`src/rtl/rr_arbiter_8x3.sv`:
```
// rr_arbiter_8x3: eight-way round-robin arbiter with a registered one-hot grant.
// A grant is held while its requester keeps asking, up to HOLD_MAX cycles.
// Every release advances the priority pointer past the released requester,
// and one idle cycle always separates two grants.
module rr_arbiter_8x3 #(
    parameter int unsigned HOLD_MAX = 16  // legal range 1..255
) (
    input  logic       clk,
    input  logic       rst_n,
    input  logic       en,
    input  logic [7:0] req,
    output logic [7:0] gnt,
    output logic [2:0] gnt_id,
    output logic       gnt_valid
);

    typedef enum logic {
        ST_IDLE  = 1'b0,
        ST_GRANT = 1'b1
    } state_e;

    // Hold-counter value at which a still-requesting owner is released.
    localparam logic [7:0] HOLD_LAST = 8'(HOLD_MAX - 1);

    state_e     state_q, state_d;
    logic [2:0] ptr_q, ptr_d;
    logic [7:0] hold_cnt_q, hold_cnt_d;
    logic [7:0] gnt_q, gnt_d;
    logic [2:0] gnt_id_q, gnt_id_d;
    logic       gnt_valid_q, gnt_valid_d;

    logic [7:0] req_rot;    // requests rotated so bit 0 is the priority head
    logic [2:0] win_off;    // offset of the winner from the pointer
    logic       win_found;
    logic [2:0] win_idx;    // absolute index of the winner
    logic       owner_req;  // current owner still requesting
    logic       release_now;

    // Rotate the request vector so that requester ptr_q lands on bit 0.
    always_comb begin
        // NOTE: every variable written in an always_comb gets a default first,
        // otherwise a path that skips the assignment infers a latch.
        req_rot = '0;
        for (int k = 0; k < 8; k++) begin
            req_rot[k] = req[3'(ptr_q + 3'(k))];
        end
    end

    // Find the lowest set bit of the rotated vector (nearest to the pointer).
    always_comb begin
        win_off   = '0;
        win_found = 1'b0;
        for (int k = 7; k >= 0; k--) begin
            if (req_rot[k]) begin
                win_off   = 3'(k);
                win_found = 1'b1;
            end
        end
    end

    // Undo the rotation; the 3-bit add wraps modulo 8 on its own.
    assign win_idx     = ptr_q + win_off;
    assign owner_req   = req[gnt_id_q];
    assign release_now = !owner_req || (hold_cnt_q == HOLD_LAST);

    // Next-state and next-output logic for the IDLE/GRANT machine.
    always_comb begin
        state_d     = state_q;
        ptr_d       = ptr_q;
        hold_cnt_d  = hold_cnt_q;
        gnt_d       = gnt_q;
        gnt_id_d    = gnt_id_q;
        gnt_valid_d = gnt_valid_q;

        unique case (state_q)
            ST_IDLE: begin
                if (en && win_found) begin
                    state_d     = ST_GRANT;
                    gnt_d       = 8'h01 << win_idx;
                    gnt_id_d    = win_idx;
                    gnt_valid_d = 1'b1;
                    hold_cnt_d  = '0;
                end else begin
                    gnt_d       = '0;
                    gnt_id_d    = '0;
                    gnt_valid_d = 1'b0;
                end
            end

            ST_GRANT: begin
                // en and the non-owner request bits are deliberately ignored
                // here; only the owner's request and the hold limit matter.
                if (release_now) begin
                    state_d     = ST_IDLE;
                    ptr_d       = gnt_id_q + 3'd1;
                    hold_cnt_d  = '0;
                    gnt_d       = '0;
                    gnt_id_d    = '0;
                    gnt_valid_d = 1'b0;
                end else begin
                    hold_cnt_d  = hold_cnt_q + 8'd1;
                end
            end

            default: begin
                state_d     = ST_IDLE;
                hold_cnt_d  = '0;
                gnt_d       = '0;
                gnt_id_d    = '0;
                gnt_valid_d = 1'b0;
            end
        endcase
    end

    // State, pointer, hold counter and registered outputs; reset is asynchronous.
    always_ff @(posedge clk or negedge rst_n) begin
        // NOTE: sequential state uses non-blocking assignments so every flop
        // samples the pre-edge value of every other flop, independent of order.
        if (!rst_n) begin
            state_q     <= ST_IDLE;
            ptr_q       <= '0;
            hold_cnt_q  <= '0;
            gnt_q       <= '0;
            gnt_id_q    <= '0;
            gnt_valid_q <= 1'b0;
        end else begin
            state_q     <= state_d;
            ptr_q       <= ptr_d;
            hold_cnt_q  <= hold_cnt_d;
            gnt_q       <= gnt_d;
            gnt_id_q    <= gnt_id_d;
            gnt_valid_q <= gnt_valid_d;
        end
    end

    assign gnt       = gnt_q;
    assign gnt_id    = gnt_id_q;
    assign gnt_valid = gnt_valid_q;

endmodule

```
`config.mk`:
```
export PLATFORM = sky130hd
export DESIGN_NAME = rr_arbiter_8x3
export DESIGN_NICKNAME = d
export VERILOG_FILES = /design/src/rtl/rr_arbiter_8x3.sv
export SDC_FILE = /design/constraint.sdc
export NUM_CORES = 1
export LEC_CHECK = 0
export ABC_AREA = 1
export ABC_CLOCK_PERIOD_IN_PS = 3200
export CORE_UTILIZATION = 50
export DETAILED_ROUTE_END_ITERATION = 10
export PLACE_DENSITY_LB_ADDON = 0.08
export SETUP_SLACK_MARGIN = 0.1
export SLEW_MARGIN = 0
export SYNTH_ARGS = -nofsm -noshare
export SYNTH_HDL_FRONTEND = slang
export SYNTH_SLANG_ARGS = --single-unit
```
`constraint.sdc`:
```
create_clock -name clk -period 3.2 [get_ports clk]
set_clock_uncertainty 0.15 [all_clocks]
set_input_delay 0.64 -clock clk [delete_from_list [all_inputs] [get_ports clk]]
set_output_delay 0.64 -clock clk [all_outputs]
set_load 0.05 [all_outputs]
```
==> impl_metrics.json, run 1 <==
{
  "status": "completed",
  "cts.sinks": 24,
  "die_h_um": 64.7,
  "viasPerCell": 5.13,
  "worstPathRequired_ns": 3.26,
  "ant_nets": 0,
  "finalSetupViolCount": 0,
  "grt_pass1_wl_um": 8090,
  "clock.fmax_mhz": 335,
  "ioPinCount": 23,
  "wl_per_cell_um": 12.9,
  "synthCells": 268,
  "synth_seq_cells": 24,
  "grt_pass1_vias": 1825,
  "core-area_um2": 3720,
  "critPathBufInv": 3,
  "die_w_um": 64.7,
  "worst_setup_path_end_kind": "flip-flop",
  "syn_area_um2": 1960,
  "port_buffers": 22,
  "hold_violations": 0,
  "track_usage": 0.246,
  "synthToLayoutAreaGrowth_pct": 34.1,
  "synth_fp_nets": 285,
  "worst-setup-path-type": "reg2reg",
  "clk_pin_slew_ns": 0.08,
  "dp_hpwl_um": 3630,
  "ys_top_cells_by_area": "dfrtp_1 (31%), nand2_1 (16%), nand3_1 (8.4%)",
  "final_max_slew_viol_count": 0,
  "std_cell_rows": 22,
  "clk_latency_ns": 0.27,
  "crit_chain": "buf_4 > ha_2 > xor2_4 > nand3_1 > nand2_2 > a21oi_1 > o21ai_1 > nand2_1 > a21oi_2 > ha_2 > inv_2 > fa_2 > xor2_2 > inv_1 > nand3_2 > nand2_4 > nor2_4 > nand2_1 > nand2_1",
  "worstMarginPinSlew_ns": 0.509,
  "hold_path_class": "reg2reg",
  "start_util": 0.529,
  "htree_levels": 1,
  "routed_wl_um": 4780,
  "cp_slowest_cell": "dfrtp_1",
  "yosysTopAreaCellShare": 0.306,
  "critPathLaunchType": "flip-flop",
  "drtPass1Iterations": 4,
  "cap_viol_max_count": 0,
  "timing.final.crit_share": 0.933,
  "critPathTopFamily": "adder cells",
  "clockRootBuffer": "clkbuf_8",
  "fill_cells": 306,
  "rsz0062_at_grt": "yes",
  "cts.path.max_buffers": 2,
  "diodes": 0,
  "initialDrtViolationCount": 84,
  "fin_nets": 340,
  "drive_above_1_share": 0.320,
  "place_congestion": 0.850,
  "antenna_found_initial": 0,
  "synthDistinctLibCells": 28,
  "synth-seq-area-share": 0.306,
  "relSlewSlack": 0.659,
  "design_area_um2": 2640,
  "top_layer": "met4",
  "cp.arrival_ns": 3.04,
  "crit_fanout": 6,
  "yosys_warnings": 0,
  "die-area_um2": 4180,
  "drc": 0,
  "placed_cell_area_um2": 2420,
  "wl_met1_um": 2090,
  "critPathMostFrequentCell": "nand2_1",
  "met2_length_um": 2390,
  "avgSynthCellArea_um2": 7.33,
  "grt_max_degree": 25,
  "min_period_ns": 2.98,
  "yosys.area.top_type": "dfrtp_1",
  "cts_tree": "yes",
  "overflow": 0,
  "cts_made_buffers": 3,
  "dr_wl_met3_um": 126,
  "slowest_delay_ns": 0.42,
  "vias": 1897
}
tightest hold or removal path: stages (launching register included):
cell and delay, ns:
dfrtp_1 0.35, nand2_1 0.06, nand2_1 0.05
layout by cell type, fill, tap and decap left out, drive strengths merged:
cell,n
a21oi,4
buf,32
clkbuf,4
clkdlybuf4s50,14
clkinv,1
dfrtp,24
dlygate4sd2,6
dlymetal6s2s,2
fa,1
ha,5
inv,27
nand2,101
nand3,43
nand4,3
nor2,18
nor3,3
o21ai,15
o22ai,6
xnor2,5
xor2,8
cells in the mapped netlist, drive strengths merged:
library cell,n
xor2,8
nor2,18
nand2,101
nor3,3
o22ai,6
a21oi,4
o21ai,15
nand3,43
dfrtp,24
inv,28
buf,4
xnor2,5
ha,5
fa,1
nand4,3
sequential cells by signal (all words and copies together), names as in the netlist:
name / flops
state_q: 1
gnt_id: 3
gnt_valid: 1
gnt: 8
hold_cnt_q: 8
ptr_q: 3
worst paths after layout:
path / start / end / slack (ns) / cells after the start
hold / removal: gnt[2] / gnt[2] / 0.34 / 2
max in group asynchronous: rst_n / ptr_q[2] / 2.07 / 2
setup reg to reg: ptr_q[1] / gnt[5] / 0.22 / 19
min in group asynchronous: rst_n / hold_cnt_q[6] / 0.57 / 2
setup / recovery: ptr_q[1] / gnt[5] / 0.22 / 19
hold reg to reg: gnt[2] / gnt[2] / 0.34 / 2
routing by layer:
| metal | vias up | track usage |
|---|---|---|
| li1 | 971 | - |
| met4 | 0 | 0.0861 |
| met5 | - | 0 |
| met1 | 875 | 0.314 |
| met2 | 36 | 0.429 |
| met3 | 15 | 0.0282 |
layout make-up:
type / instances / area [um^2] / area share
Clock buffer: 4 / 55.1 / 0.0209
Multi-Input combinational cell: 212 / 1340 / 0.508
Timing Repair Buffer: 54 / 465 / 0.177
Tap cell: 48 / 60.1 / 0.0228
Inverter: 28 / 113 / 0.0427
Sequential cell: 24 / 603 / 0.229
metrics by stage:
stage	instances	hold slack, ns	utilization	TNS [ns]	setup slack (ns)
4_1_cts	366	0.337	0.671	0	0.109
3_5_place_dp	362	0.315	0.650	-2.25	-0.278
5_1_grt	370	0.361	0.709	0	0.00764
3_3_place_gp	362	0.315	0.650	-1.92	-0.231
6_report	370	0.336	0.709	0	0.216
2_1_floorplan	268	0.194	-	0	0.156
logic make-up after synthesis:
family                   Yosys count  share of synthesized area
buffers and inverters             32                     0.0758
adder cells (fa/ha/maj)            6                     0.0420
flip-flops                        24                      0.306
AO/OA/AOI/OAI                     25                     0.0834
AND/OR/NAND/NOR                  168                      0.418
XOR/XNOR                          13                     0.0752
timing repair:
| item | 4_1_cts | 5_1_grt |
|---|---|---|
| resized for setup | 13 | 29 |
| hold buffers | 0 | 0 |
| pin swaps | 3 | 6 |
| endpoints found under the setup margin | 9 | 9 |
| setup buffers | 0 | 4 |
Power of run 1 is left out: the tool's default activity adds up to more than one toggle a clock period on the data nets, which glitch-free logic cannot reach.
==> run 2: changes to the inputs <==
Settings changed: CTS_CLUSTER_DIAMETER from default to 40.
==> results of run 2 <==
Same layout as run 1: the final DEF is identical, and so are final timing and power.
Power of run 2 is left out for the same reason.
==> run 3: changes to the inputs <==
Settings changed: REMOVE_ABC_BUFFERS from default to 1.
==> impl_metrics.json, run 3 (synthesized netlist as in run 1, its figures left out) <==
{
  "status": "completed",
  "rsz0062_at_grt": "yes",
  "dpl_worst_slack_ns": -0.306,
  "layout_commonest_cell": "nand2_1",
  "cap_viol_max_count": 0,
  "cp.arrival_ns": 3.01,
  "diodes": 0,
  "crit_fanout": 6,
  "worstPathRequired_ns": 3.26,
  "drtPass1Iterations": 4,
  "drive_above_1_share": 0.288,
  "std_cell_rows": 22,
  "worst_setup_path_end_kind": "flip-flop",
  "clock.fmax_mhz": 338,
  "crit_chain": "inv_2 > ha_4 > buf_4 > nand3_2 > nand3_2 > nand2_2 > buf_4 > inv_2 > nand2_2 > o21ai_0 > nand2_1 > fa_2 > xor2_2 > inv_1 > nand3_2 > nand2_4 > nor2_4 > nand2_1 > nand2_1",
  "overflow": 0,
  "final_max_slew_viol_count": 0,
  "place_congestion": 0.844,
  "dp_hpwl_um": 3540,
  "worstMarginPinSlew_ns": 0.492,
  "hold_violations": 0,
  "ant_nets": 0,
  "antenna_found_initial": 0,
  "fin_nets": 338,
  "grt_pass1_vias": 1750,
  "die_w_um": 64.7,
  "ioPinCount": 23,
  "relSlewSlack": 0.671,
  "critPathLaunchType": "flip-flop",
  "finalSetupViolCount": 0,
  "clk_pin_slew_ns": 0.08,
  "grt_max_degree": 25,
  "vias": 1884,
  "cts_tree": "yes",
  "min_period_ns": 2.96,
  "cts.path.max_buffers": 2,
  "slowest_delay_ns": 0.41,
  "worst-setup-path-type": "reg2reg",
  "hold_ws_ns": 0.335,
  "hold_path_class": "reg2reg",
  "routed_wl_um": 4630,
  "cts.sinks": 24,
  "track_usage": 0.236,
  "tns_ns": 0,
  "stdcell_count": 367,
  "synthToLayoutAreaGrowth_pct": 30.4,
  "mostFrequentLayoutCells": "nand2_1 (82), buf_4 (30), nand3_1 (28)",
  "ctsHoldBuffers": 0,
  "start_util": 0.529,
  "core-area_um2": 3720,
  "grt_pass1_wl_um": 7650,
  "clk_latency_ns": 0.26,
  "dp_cells": 362,
  "die-area_um2": 4180,
  "htree_levels": 1,
  "wl_per_cell_um": 12.6,
  "die_h_um": 64.7,
  "port_buffers": 22,
  "initialDrtViolationCount": 78,
  "r2r_slack_ns": 0.24,
  "viasPerCell": 5.13,
  "drc": 0,
  "timing.final.crit_share": 0.924,
  "worst_slack_ns": 0.244,
  "cp_slowest_cell": "dfrtp_1",
  "clockRootBuffer": "clkbuf_8",
  "cts_made_buffers": 3
}
==> run 3: changes by cell type in the layout (fill, tap and decap cells not counted), sizes merged <==
cell          previous run  this run
buf                     32        30
clkbuf                   4         3
inv                     27        28
clkinv                   1         0
dlygate4sd2              6         8
dlymetal6s2s             2         0
==> run 3: path summary, 6_finish.rpt <==
kind	start	end	cells after the start
max	ptr_q[1]	gnt[4]	19
max in group asynchronous	rst_n	ptr_q[0]	2
min reg2reg	gnt[1]	gnt[1]	2
min	gnt[1]	gnt[1]	2
min in group asynchronous	rst_n	ptr_q[1]	2
max reg2reg	ptr_q[1]	gnt[4]	19
==> run 3: metal layers <==
layer / global-route usage / share of wire / up-vias
met4: 0.0472 / 0.018 / 0
met3: 0.0335 / 0.032 / 10
met1: 0.344 / 0.50 / 859
met2: 0.372 / 0.45 / 43
met5: 0 / 0 / -
li1: - / - / 972
==> run 3: stage by stage <==
step | util | area, um^2
after global routing | 0.689 | 2560
after floorplan | - | 1930
after global placement | 0.650 | 2420
after CTS | 0.669 | 2490
final | 0.689 | 2560
after detailed placement | 0.650 | 2420
==> run 3: worst max-delay path, delay by kind of cell, from the launching register on <==
family | cells | cell delay [ns]
and+or+nand+nor | 10 | 0.84
adders and majority gates | 2 | 0.70
buffers and inverters | 5 | 0.45
DFF | 1 | 0.41
AOI/OAI and AO/OA | 1 | 0.18
xor gates and xnor gates | 1 | 0.17
==> run 3: final cells by class <==
cell class | count | area, um^2
clock buffer | 3 | 41.3
inverter | 28 | 113
multi-input combinational | 212 | 1310
timing repair buffer | 52 | 435
tap | 48 | 60.1
fill | 313 | 1150
sequential | 24 | 603
==> run 3: what timing repair did <==
item                       CTS  global route
setup buffers                0             2
setup endpoints to repair    9             9
resized for setup           19            11
pin swaps                    7             3
Power of run 3 is left out for the same reason.
